**src/rtl/mem_arb_pkg.sv**
```systemverilog
// Shared types and constants for the single-port memory arbiter.
package mem_arb_pkg;

  localparam int unsigned AW_DEF = 32;
  localparam int unsigned DW_DEF = 32;
  localparam int unsigned CNT_W  = 4;

  typedef enum logic [1:0] {
    IDLE,
    ISSUE,
    WAIT,
    RESP
  } state_e;

  typedef enum logic {
    OWN_IF,
    OWN_D
  } owner_e;

endpackage

```
**src/rtl/mem_port_arbiter_if.sv**
```systemverilog
// Core-side request/response and memory-macro signals of the arbiter.
interface mem_port_arbiter_if #(
  parameter int unsigned AW = mem_arb_pkg::AW_DEF,
  parameter int unsigned DW = mem_arb_pkg::DW_DEF
) ();

  logic          if_req;
  logic [AW-1:0] if_addr;
  logic          if_gnt;
  logic          if_rvalid;
  logic [DW-1:0] if_rdata;

  logic          d_req;
  logic          d_we;
  logic [AW-1:0] d_addr;
  logic [DW-1:0] d_wdata;
  logic          d_gnt;
  logic          d_rvalid;
  logic [DW-1:0] d_rdata;
  logic          d_err;

  logic          mem_en;
  logic          mem_we;
  logic [AW-1:0] mem_addr;
  logic [DW-1:0] mem_wdata;
  logic [DW-1:0] mem_rdata;

  modport arb (
    input  if_req, if_addr, d_req, d_we, d_addr, d_wdata, mem_rdata,
    output if_gnt, if_rvalid, if_rdata, d_gnt, d_rvalid, d_rdata, d_err,
           mem_en, mem_we, mem_addr, mem_wdata
  );

  modport core (
    output if_req, if_addr, d_req, d_we, d_addr, d_wdata,
    input  if_gnt, if_rvalid, if_rdata, d_gnt, d_rvalid, d_rdata, d_err
  );

  modport mem (
    input  mem_en, mem_we, mem_addr, mem_wdata,
    output mem_rdata
  );

endinterface

```
**src/rtl/mem_arb_pick.sv**
```systemverilog
// Winner selection between fetch and data with a saturating starvation counter
// that forces a fetch grant after STARVE_MAX consecutive data grants.
module mem_arb_pick
  import mem_arb_pkg::*;
#(
  parameter int unsigned STARVE_MAX = 4
) (
  input  logic clk,
  input  logic rst,
  input  logic if_req_i,
  input  logic d_req_i,
  input  logic arb_en_i,
  output logic if_win_o,
  output logic d_win_o
);

  logic [CNT_W-1:0] starve_q, starve_d;
  logic             at_max;

  always_comb begin
    starve_d = starve_q;
    at_max   = (starve_q == CNT_W'(STARVE_MAX));
    d_win_o  = arb_en_i & d_req_i & ~(at_max & if_req_i);
    if_win_o = arb_en_i & if_req_i & ~d_win_o;
    // Only data grants made while fetch is waiting count toward starvation.
    if (if_win_o) begin
      starve_d = '0;
    end else if (d_win_o) begin
      if (!if_req_i) begin
        starve_d = '0;
      end else if (!at_max) begin
        starve_d = starve_q + CNT_W'(1);
      end
    end
  end

  always_ff @(posedge clk or posedge rst) begin
    if (rst) begin
      starve_q <= '0;
    end else begin
      starve_q <= starve_d;
    end
  end

endmodule

```
**src/rtl/mem_port_arbiter.sv**
```systemverilog
// Shares one fixed-latency memory between fetch and load/store, one access in flight.
// Optional: define MEM_ARB_MISALIGN_CHECK_EN to reject misaligned data accesses with d_err.
module mem_port_arbiter
  import mem_arb_pkg::*;
#(
  parameter int unsigned AW         = AW_DEF,
  parameter int unsigned DW         = DW_DEF,
  parameter int unsigned MEM_LAT    = 1,
  parameter int unsigned STARVE_MAX = 4
) (
  input  logic clk,
  input  logic rst,
  mem_port_arbiter_if.arb bus
);

  state_e           state_q, state_d;
  owner_e           owner_q;
  logic [CNT_W-1:0] lat_q, lat_d;
  logic [AW-1:0]    addr_q;
  logic [DW-1:0]    wdata_q;
  logic [DW-1:0]    if_rdata_q;
  logic [DW-1:0]    d_rdata_q;
  logic             we_q;
  logic             mem_en_q;
  logic             mem_we_q;
  logic             if_rvalid_q;
  logic             d_rvalid_q;
  logic             arb_en;
  logic             if_win;
  logic             d_win;
  logic             gnt_any;
  logic             capture;
  logic             misal_d;
`ifdef MEM_ARB_MISALIGN_CHECK_EN
  logic             misal_q;
  logic             d_err_q;
  logic             err_rsp;
`endif

  // Grants are only offered while idle or while the previous response is on the bus.
  assign arb_en  = (state_q == IDLE) | (state_q == RESP);
  assign gnt_any = if_win | d_win;

`ifdef MEM_ARB_MISALIGN_CHECK_EN
  assign misal_d = d_win & (bus.d_addr[1:0] != 2'b00);
`else
  assign misal_d = 1'b0;
`endif

  mem_arb_pick #(
    .STARVE_MAX (STARVE_MAX)
  ) u_pick (
    .clk      (clk),
    .rst      (rst),
    .if_req_i (bus.if_req),
    .d_req_i  (bus.d_req),
    .arb_en_i (arb_en & ~rst),
    .if_win_o (if_win),
    .d_win_o  (d_win)
  );

  always_comb begin
    state_d = state_q;
    lat_d   = lat_q;
    capture = 1'b0;
`ifdef MEM_ARB_MISALIGN_CHECK_EN
    err_rsp = 1'b0;
`endif
    unique case (state_q)
      IDLE: begin
        if (gnt_any) state_d = ISSUE;
      end
      ISSUE: begin
        lat_d   = CNT_W'(MEM_LAT - 1);
        state_d = WAIT;
`ifdef MEM_ARB_MISALIGN_CHECK_EN
        if (misal_q) begin
          state_d = RESP;
          err_rsp = 1'b1;
        end
`endif
      end
      WAIT: begin
        // Counter reaching zero marks the cycle mem_rdata is valid.
        if (lat_q == '0) begin
          capture = 1'b1;
          state_d = RESP;
        end else begin
          lat_d = lat_q - CNT_W'(1);
        end
      end
      RESP: begin
        state_d = gnt_any ? ISSUE : IDLE;
      end
      default: state_d = IDLE;
    endcase
  end

  always_ff @(posedge clk or posedge rst) begin
    if (rst) begin
      state_q     <= IDLE;
      owner_q     <= OWN_IF;
      lat_q       <= '0;
      addr_q      <= '0;
      wdata_q     <= '0;
      we_q        <= 1'b0;
      mem_en_q    <= 1'b0;
      mem_we_q    <= 1'b0;
      if_rvalid_q <= 1'b0;
      d_rvalid_q  <= 1'b0;
      if_rdata_q  <= '0;
      d_rdata_q   <= '0;
`ifdef MEM_ARB_MISALIGN_CHECK_EN
      misal_q     <= 1'b0;
      d_err_q     <= 1'b0;
`endif
    end else begin
      state_q     <= state_d;
      lat_q       <= lat_d;
      mem_en_q    <= 1'b0;
      mem_we_q    <= 1'b0;
      if_rvalid_q <= 1'b0;
      d_rvalid_q  <= 1'b0;
      if (gnt_any) begin
        owner_q  <= d_win ? OWN_D : OWN_IF;
        addr_q   <= d_win ? bus.d_addr : bus.if_addr;
        we_q     <= d_win & bus.d_we;
        wdata_q  <= d_win ? bus.d_wdata : '0;
        mem_en_q <= ~misal_d;
        mem_we_q <= d_win & bus.d_we & ~misal_d;
      end
      if (capture) begin
        if (owner_q == OWN_D) begin
          d_rvalid_q <= 1'b1;
          d_rdata_q  <= we_q ? '0 : bus.mem_rdata;
        end else begin
          if_rvalid_q <= 1'b1;
          if_rdata_q  <= bus.mem_rdata;
        end
      end
`ifdef MEM_ARB_MISALIGN_CHECK_EN
      d_err_q <= 1'b0;
      if (gnt_any) misal_q <= misal_d;
      if (err_rsp) begin
        d_rvalid_q <= 1'b1;
        d_rdata_q  <= '0;
        d_err_q    <= 1'b1;
      end
`endif
    end
  end

  assign bus.if_gnt    = if_win;
  assign bus.d_gnt     = d_win;
  assign bus.if_rvalid = if_rvalid_q;
  assign bus.if_rdata  = if_rdata_q;
  assign bus.d_rvalid  = d_rvalid_q;
  assign bus.d_rdata   = d_rdata_q;
`ifdef MEM_ARB_MISALIGN_CHECK_EN
  assign bus.d_err     = d_err_q;
`else
  assign bus.d_err     = 1'b0;
`endif
  assign bus.mem_en    = mem_en_q;
  assign bus.mem_we    = mem_we_q;
  assign bus.mem_addr  = addr_q;
  assign bus.mem_wdata = wdata_q;

endmodule
```
**src/flat_wrapper.sv**
```systemverilog
// flat-port wrapper written by rule: the top's interface ports become plain ports
module mem_port_arbiter_flat import mem_arb_pkg::*;
#(
  parameter int unsigned AW         = AW_DEF,
  parameter int unsigned DW         = DW_DEF,
  parameter int unsigned MEM_LAT    = 1,
  parameter int unsigned STARVE_MAX = 4
)
  (clk, rst, bus_if_req, bus_if_addr, bus_d_req, bus_d_we, bus_d_addr, bus_d_wdata, bus_mem_rdata, bus_if_gnt, bus_if_rvalid, bus_if_rdata, bus_d_gnt, bus_d_rvalid, bus_d_rdata, bus_d_err, bus_mem_en, bus_mem_we, bus_mem_addr, bus_mem_wdata);
  mem_port_arbiter_if #(.AW(AW), .DW(DW)) bus_i ();
  input  logic clk;
  input  logic rst;
  input wire logic [$bits(bus_i.if_req)-1:0] bus_if_req;
  input wire logic [$bits(bus_i.if_addr)-1:0] bus_if_addr;
  input wire logic [$bits(bus_i.d_req)-1:0] bus_d_req;
  input wire logic [$bits(bus_i.d_we)-1:0] bus_d_we;
  input wire logic [$bits(bus_i.d_addr)-1:0] bus_d_addr;
  input wire logic [$bits(bus_i.d_wdata)-1:0] bus_d_wdata;
  input wire logic [$bits(bus_i.mem_rdata)-1:0] bus_mem_rdata;
  output wire logic [$bits(bus_i.if_gnt)-1:0] bus_if_gnt;
  output wire logic [$bits(bus_i.if_rvalid)-1:0] bus_if_rvalid;
  output wire logic [$bits(bus_i.if_rdata)-1:0] bus_if_rdata;
  output wire logic [$bits(bus_i.d_gnt)-1:0] bus_d_gnt;
  output wire logic [$bits(bus_i.d_rvalid)-1:0] bus_d_rvalid;
  output wire logic [$bits(bus_i.d_rdata)-1:0] bus_d_rdata;
  output wire logic [$bits(bus_i.d_err)-1:0] bus_d_err;
  output wire logic [$bits(bus_i.mem_en)-1:0] bus_mem_en;
  output wire logic [$bits(bus_i.mem_we)-1:0] bus_mem_we;
  output wire logic [$bits(bus_i.mem_addr)-1:0] bus_mem_addr;
  output wire logic [$bits(bus_i.mem_wdata)-1:0] bus_mem_wdata;
  assign bus_i.if_req = bus_if_req;
  assign bus_i.if_addr = bus_if_addr;
  assign bus_i.d_req = bus_d_req;
  assign bus_i.d_we = bus_d_we;
  assign bus_i.d_addr = bus_d_addr;
  assign bus_i.d_wdata = bus_d_wdata;
  assign bus_i.mem_rdata = bus_mem_rdata;
  assign bus_if_gnt = bus_i.if_gnt;
  assign bus_if_rvalid = bus_i.if_rvalid;
  assign bus_if_rdata = bus_i.if_rdata;
  assign bus_d_gnt = bus_i.d_gnt;
  assign bus_d_rvalid = bus_i.d_rvalid;
  assign bus_d_rdata = bus_i.d_rdata;
  assign bus_d_err = bus_i.d_err;
  assign bus_mem_en = bus_i.mem_en;
  assign bus_mem_we = bus_i.mem_we;
  assign bus_mem_addr = bus_i.mem_addr;
  assign bus_mem_wdata = bus_i.mem_wdata;
  mem_port_arbiter #(.AW(AW), .DW(DW), .MEM_LAT(MEM_LAT), .STARVE_MAX(STARVE_MAX)) u_core (.clk(clk), .rst(rst), .bus(bus_i));
endmodule
```
**config.mk**
```make
export PLATFORM = sky130hd
export DESIGN_NAME = mem_port_arbiter_flat
export DESIGN_NICKNAME = d
export VERILOG_FILES = /design/src/rtl/mem_arb_pkg.sv /design/src/rtl/mem_port_arbiter_if.sv /design/src/rtl/mem_arb_pick.sv /design/src/rtl/mem_port_arbiter.sv /design/src/flat_wrapper.sv
export SDC_FILE = /design/constraint.sdc
export NUM_CORES = 1
export LEC_CHECK = 0
export ABC_AREA = 1
export CELL_PAD_IN_SITES_DETAIL_PLACEMENT = 1
export CELL_PAD_IN_SITES_GLOBAL_PLACEMENT = 1
export CORE_MARGIN = 2
export CORE_UTILIZATION = 42
export CTS_BUF_LIST = sky130_fd_sc_hd__clkbuf_16
export DETAILED_ROUTE_END_ITERATION = 8
export DONT_BUFFER_PORTS = 1
export PLACE_DENSITY_LB_ADDON = 0.1
export SLEW_MARGIN = 20
export SYNTH_ARGS = -nofsm -noshare
export SYNTH_HDL_FRONTEND = slang
export SYNTH_HIERARCHICAL = 1
export SYNTH_SLANG_ARGS = --single-unit
```
**constraint.sdc**
```tcl
create_clock -name clk -period 5.1 [get_ports clk]
set_input_delay 1.53 -clock clk [delete_from_list [all_inputs] [get_ports clk]]
set_output_delay 1.53 -clock clk [all_outputs]
set_load 0.03 [all_outputs]
```
==> results of run 1 <==
## sequential cells by signal, indices dropped and copies added, names as in the netlist
name / count
u_core/state_q: 2
u_core/bus.d_rdata: 32
u_core/bus.mem_en: 1
u_core/bus.mem_addr: 32
u_core/owner_q: 1
u_core/lat_q: 4
u_core/bus.d_rvalid: 1
u_core/u_pick/starve_q: 4
u_core/bus.mem_wdata: 32
u_core/bus.if_rvalid: 1
u_core/bus.mem_we: 1
u_core/bus.if_rdata: 32
u_core/we_q: 1
## cell families (layout without fill, tap and decap cells)
family                   after synthesis  count (layout)
AND/OR/NAND/NOR                      286             286
adder cells (fa/ha/maj)                8               8
XOR/XNOR                               1               1
flip-flops                           144             144
AO/OA/AOI/OAI                        103             103
other                                  1               1
buffers and inverters                 58              57
## cells in the mapped netlist, types with 7 or more instances
master | number | area, um2
ha_1 | 8 | 100
o21ai_2 | 32 | 280
buf_6 | 7 | 78.8
dfrtp_1 | 144 | 3600
nand3_1 | 19 | 95.1
o22ai_1 | 27 | 169
inv_2 | 7 | 26.3
buf_2 | 13 | 65.1
nand2_1 | 192 | 721
nand2_2 | 8 | 50.1
inv_1 | 16 | 60.1
a22o_1 | 32 | 280
nor2_1 | 58 | 218
buf_4 | 7 | 52.6
## layer usage
layer | track usage (%) | up-vias
met2 | 33.9 | 204
met1 | 24.5 | 2037
li1 | - | 1934
met3 | 7.97 | 37
met4 | 11.8 | 0
met5 | 0 | -
## power by group
| part | switching, W | internal (W) | leakage (nW) |
|---|---|---|---|
| clock | 0.000446 | 0.000697 | 0.268 |
| sequential | 0.00136 | 0.00164 | 1.77 |
| combinational | 0.000811 | 0.000475 | 1.17 |
## worst min-delay path by stage
stage                                            from                           to  slack [ns]
final                     u_core/lat_q[1]$_DFFE_PP0P_  u_core/lat_q[1]$_DFFE_PP0P_        0.52
after global placement    u_core/lat_q[0]$_DFFE_PP0P_  u_core/lat_q[0]$_DFFE_PP0P_        0.48
after global routing      u_core/lat_q[0]$_DFFE_PP0P_  u_core/lat_q[0]$_DFFE_PP0P_        0.56
after CTS                 u_core/lat_q[1]$_DFFE_PP0P_  u_core/lat_q[1]$_DFFE_PP0P_        0.52
after floorplan           u_core/lat_q[0]$_DFFE_PP0P_  u_core/lat_q[0]$_DFFE_PP0P_        0.46
after detailed placement  u_core/lat_q[0]$_DFFE_PP0P_  u_core/lat_q[0]$_DFFE_PP0P_        0.50
## final cells by class
cell class                      count  area, um2
Clock buffer                       17        425
Clock inverter                     12        105
Fill cell                        1547       7350
Inverter                           23       90.1
Multi-Input combinational cell    399       2090
Sequential cell                   144       3600
Tap cell                          180        225
Timing Repair Buffer                5       37.5
## worst reg2reg max path: stages (launching register included)
cell and delay, ns:
dfrtp_1 0.41, inv_1 0.11, ha_1 0.35, nor2_1 0.18, nand2_1 0.13, a31oi_4 0.32
buf_4 0.46, inv_2 0.39, nand2_2 0.54, o22ai_1 0.19, nor2_1 0.11
## metrics by stage
step           cells  cell area [um2]  utilization [%]  hold slack, ns
2_1_floorplan    601             6020                -           0.460
3_3_place_gp     751             6050             43.4           0.481
3_5_place_dp     751             6050             43.4           0.495
4_1_cts          780             6580             47.2           0.522
5_1_grt          780             6580             47.2           0.563
6_report         780             6580             47.2           0.515
==> flow_summary.toml, run 1 <==
[worst_setup_path]
worstRegToRegCells = 10
worst-path-stages = 5
rr_endpoint = "u_core/bus.mem_addr[20]$_DFFE_PP0N_"
critical_path_class = "in2out"
cpPeakStageDelay_ns = 0.21
cp.required_ns = 3.57
rr_startpoint = "u_core/state_q[0]$_DFFE_PP0P_"
cp-start-kind = "input port"
crit_end = "bus_if_gnt"
path_cells = "nor2_1 -> nand2_1 -> inv_1 -> a21oi_2 -> buf_4"
arrival_ns = 2.21
crit_start = "rst"
crit_buf_inv = 2
rrSetupSlack_ns = 1.83
critPathMaxFanout = 9
endpoint_kind = "output port"
path_delay_family = "buffers and inverters"
slowest_stage = "buf_4"

[yosys]
synth-compound-area-share_pct = 13.2
synth-edff-count = 0
syn_inst = 601
synth_simple_gate_area_share_pct = 19.3
yosysSeqAreaShare_pct = 59.9
syn_nets = 742
synthesis.area_mm2 = 0.00601
synth_top_family_by_area = "simple AND/OR/NAND/NOR gates"
synth_xor_area_share_pct = 0.146
yosysWarnings = 6
ys.flop_type = "dfrtp_1"
netlist-cell-type-count = 32
async_flop_share_pct = 100
ys_seq_elements = 144
synthMuxAreaShare_pct = 0
avgSynthCellArea_um2 = 10.0
synthAdderAreaFrac_pct = 1.66

[drt]
ant_nets = 0
wirelength_um = 16300
remaining_drc_errors = 0
vias = 4212
drt-initial-drc-count = 172
wl_met1_um = 6270
wl_met3_um = 1550
firstDrtPassIters = 4
avgViaCountPerCell = 5.40
wl_met2_um = 7850
top_layer = "met4"
post_drt_wl_per_cell_um = 20.9

[power]
leakage_nw = 3.21
irDropWorstVdd_uv = 305
p_per_area_mw_per_mm2 = 826
power_w = 0.00544

[finish]
mostFrequentLayoutCell = "nand2_1"
synthToLayoutAreaGrowth_pct = 9.45
final_cell_mix = "192 x nand2_1, 144 x dfrtp_1, 58 x nor2_1"
n_antenna_cell = 0
layout-drive-gt1-share_pct = 14.0
fin_nets = 731

[sta]
hold_violations = 0
tightest_slew_ns = 1.03
finalSetupTns_ns = 0
finalSetupViolations = 0
rsz0062_at_grt = "false"
timing.fmax_mhz = 268
drv_slew = 0
fin_ws_ns = 1.36
maxSlewHeadroom_pct = 31.2
post-route-min-period_ns = 3.74
period_share_pct = 73.3
finalClockSkew_ns = 0.00865

[clocking]
htreeDepth = 4
cts_inserted_buffers = 17
clk_latency_ns = 0.41
cts_resized = 0
cts.sinks = 144
cts_tree = "done"
post_cts_buffers = 0
cts_hold_buf = 0
cts_buffer_depth = 2
path_clk_slew_ns = 0.05
ctsRootBufferMaster = "clkbuf_16"

[grt]
grtUsageTotal_pct = 21.2
grt_pass1_wl_um = 24100
overflow = 0
first_global_vias = 4397
grt_start_max_net_pins = 66
antenna_found_initial = 0

[placed_design]
place_ws_ns = 1.24
portBuffers = 0
dp_hpwl_um = 11400
finalWeightedCongestion = 0.776

[floorplan]
rows = 43
die_h_um = 124
dieArea_mm2 = 0.0153
die_w_um = 124
core_area_mm2 = 0.0139
start_util_pct = 43.1
num_io_pins = 268

[min_path]
holdPathStages = 2
min_path_type = "reg2reg"

[run]
cap_violations = 0

[outcome]
outcome = "completed"
Power figures use the tool's default switching activity.
==> run 2, diff against run 1 <==
clock period = 3.24 ns   (was 5.1 ns; I/O delays follow)
==> run 2 against run 1 <==
  * Die area unchanged
  * Setup slack got worse by 1.2 ns
  * Cell area increased by 2.1%
  * Non-clock buffer count increased by 4
  * Register-to-register slack got worse by 1.4 ns
  * Wire length increased by 2.2%
  * Critical endpoint unchanged
==> flow_summary.toml, run 2 (synthesized netlist as in run 1, its figures left out) <==
[clocking]
clk_latency_ns = 0.42
ctsRootBufferMaster = "clkbuf_16"
cts_buffer_depth = 2
cts_tree = "done"
cts_hold_buf = 0
path_clk_slew_ns = 0.06
htreeDepth = 4
cts.sinks = 144
cts_inserted_buffers = 17

[floorplan]
start_util_pct = 43.1
dieArea_mm2 = 0.0153
core_area_mm2 = 0.0139
num_io_pins = 268
rows = 43
die_h_um = 124
die_w_um = 124

[drt]
avgViaCountPerCell = 5.41
ant_nets = 0
vias = 4262
post_drt_wl_per_cell_um = 21.2
firstDrtPassIters = 4
remaining_drc_errors = 0
drt-initial-drc-count = 224
wirelength_um = 16700

[finish]
synthToLayoutAreaGrowth_pct = 11.7
n_fill_cell = 1537
layout-drive-gt1-share_pct = 16.0
final_cell_mix = "192 x nand2_1, 144 x dfrtp_1, 57 x nor2_1"
mostFrequentLayoutCell = "nand2_1"
final_area_mm2 = 0.00672
fin_util_pct = 48.2
n_antenna_cell = 0
fin_nets = 736
final_cells = 788

[outcome]
outcome = "completed"

[worst_setup_path]
slowest_stage = "dfrtp_1"
critPathMaxFanout = 4
crit_path_frequent_cell = "inv_1"
crit_buf_inv = 3
rr_endpoint = "u_core/bus.mem_addr[12]$_DFFE_PP0N_"
path_delay_family = "buffers and inverters"
path_cells = "inv_1 -> ha_1 -> nor2_2 -> nand2_1 -> inv_1 -> a21oi_4 -> buf_4"
arrival_ns = 2.10
cp.required_ns = 2.27
rr_startpoint = "u_core/state_q[0]$_DFFE_PP0P_"
worstRegToRegCells = 9
cp-start-kind = "register"
critical_path_class = "reg2out"
cpPeakStageDelay_ns = 0.41
rrSetupSlack_ns = 0.42
endpoint_kind = "output port"

[sta]
tightest_slew_ns = 1.02
finalSetupTns_ns = 0
post-route-min-period_ns = 3.08
period_share_pct = 95.0
drv_slew = 0
rsz0062_at_grt = "false"
timing.fmax_mhz = 325
finalClockSkew_ns = 0.00708
maxSlewHeadroom_pct = 31.3
hold_violations = 0
finalSetupViolations = 0

[placed_design]
portBuffers = 0
placed_cell_area_mm2 = 0.00608
place_inst = 755
dp_hpwl_um = 11700
finalWeightedCongestion = 0.819

[power]
leakage_nw = 3.26
p_per_area_mw_per_mm2 = 1320
irDropWorstVdd_uv = 539

[run]
cap_violations = 0

[grt]
grt_pass1_wl_um = 24900
overflow = 0
first_global_vias = 4628
grtUsageTotal_pct = 21.9
grt_start_max_net_pins = 60
antenna_found_initial = 0

[min_path]
min_path_type = "in2async"
[run 2: cell count changes in the layout (fill, tap and decap cells not counted), moves of 2 or more]
cell / previous run / this run
buf_4: 5 / 9
bufinv_16: 2 / 4
clkinv_1: 6 / 4
clkinvlp_4: 1 / 4
inv_1: 16 / 14
inv_6: 0 / 3
nor2_2: 1 / 3
[run 2: area by class of cell]
cell class	count	area (um2)	area share [%]
Timing Repair Buffer	9	67.6	1.01
Sequential cell	144	3600	53.7
Clock inverter	15	190	2.83
Tap cell	180	225	3.35
Multi-Input combinational cell	400	2110	31.5
Clock buffer	17	425	6.33
Inverter	23	90.1	1.34
[run 2: per-stage QoR]
stage,hold WS (ns),worst slack [ns],power (W)
3_5_place_dp,0.513,0.0834,0.00686
3_3_place_gp,0.478,0.149,0.00671
2_1_floorplan,0.460,0.294,0.00627
5_1_grt,0.321,0.0110,0.00942
4_1_cts,0.313,0.0912,0.00894
6_report,0.332,0.163,0.00886
[run 2: report_power, final]
part / leakage, nW / total [W] / switching [W] / internal [W]
sequential: 1.77 / 0.00473 / 0.00215 / 0.00259
combinational: 1.20 / 0.00208 / 0.00131 / 0.000768
clock: 0.293 / 0.00205 / 0.000765 / 0.00128
total: 3.26 / 0.00886 / 0.00422 / 0.00464
[run 2: per-layer routing]
layer  wire length, um  vias up  global-route usage (%)
met1              6200     2097                    24.6
met4               245        0                    7.10
met2              8560      194                    37.5
li1                  -     1951                       -
met3              1690       20                    9.52
met5                 0        -                       0
[run 2: how the worst max path moves through the flow]
stage	from	endpoint	slack (ns)	depth (start not counted)
finish	u_core/state_q[1]$_DFFE_PP0P_	bus_if_gnt	0.16	7
global route	u_core/state_q[0]$_DFFE_PP0P_	bus_if_gnt	0.01	7
CTS	u_core/state_q[0]$_DFFE_PP0P_	bus_if_gnt	0.09	7
detailed placement	rst	u_core/state_q[0]$_DFFE_PP0P_	0.08	10
global placement	rst	u_core/state_q[0]$_DFFE_PP0P_	0.15	10
floorplan	rst	bus_d_gnt	0.29	3
[run 2: timing repair]
action	4_1_cts	5_1_grt
gates resized for setup	0	3
endpoints found under the setup margin	0	30
buffers inserted	0	0
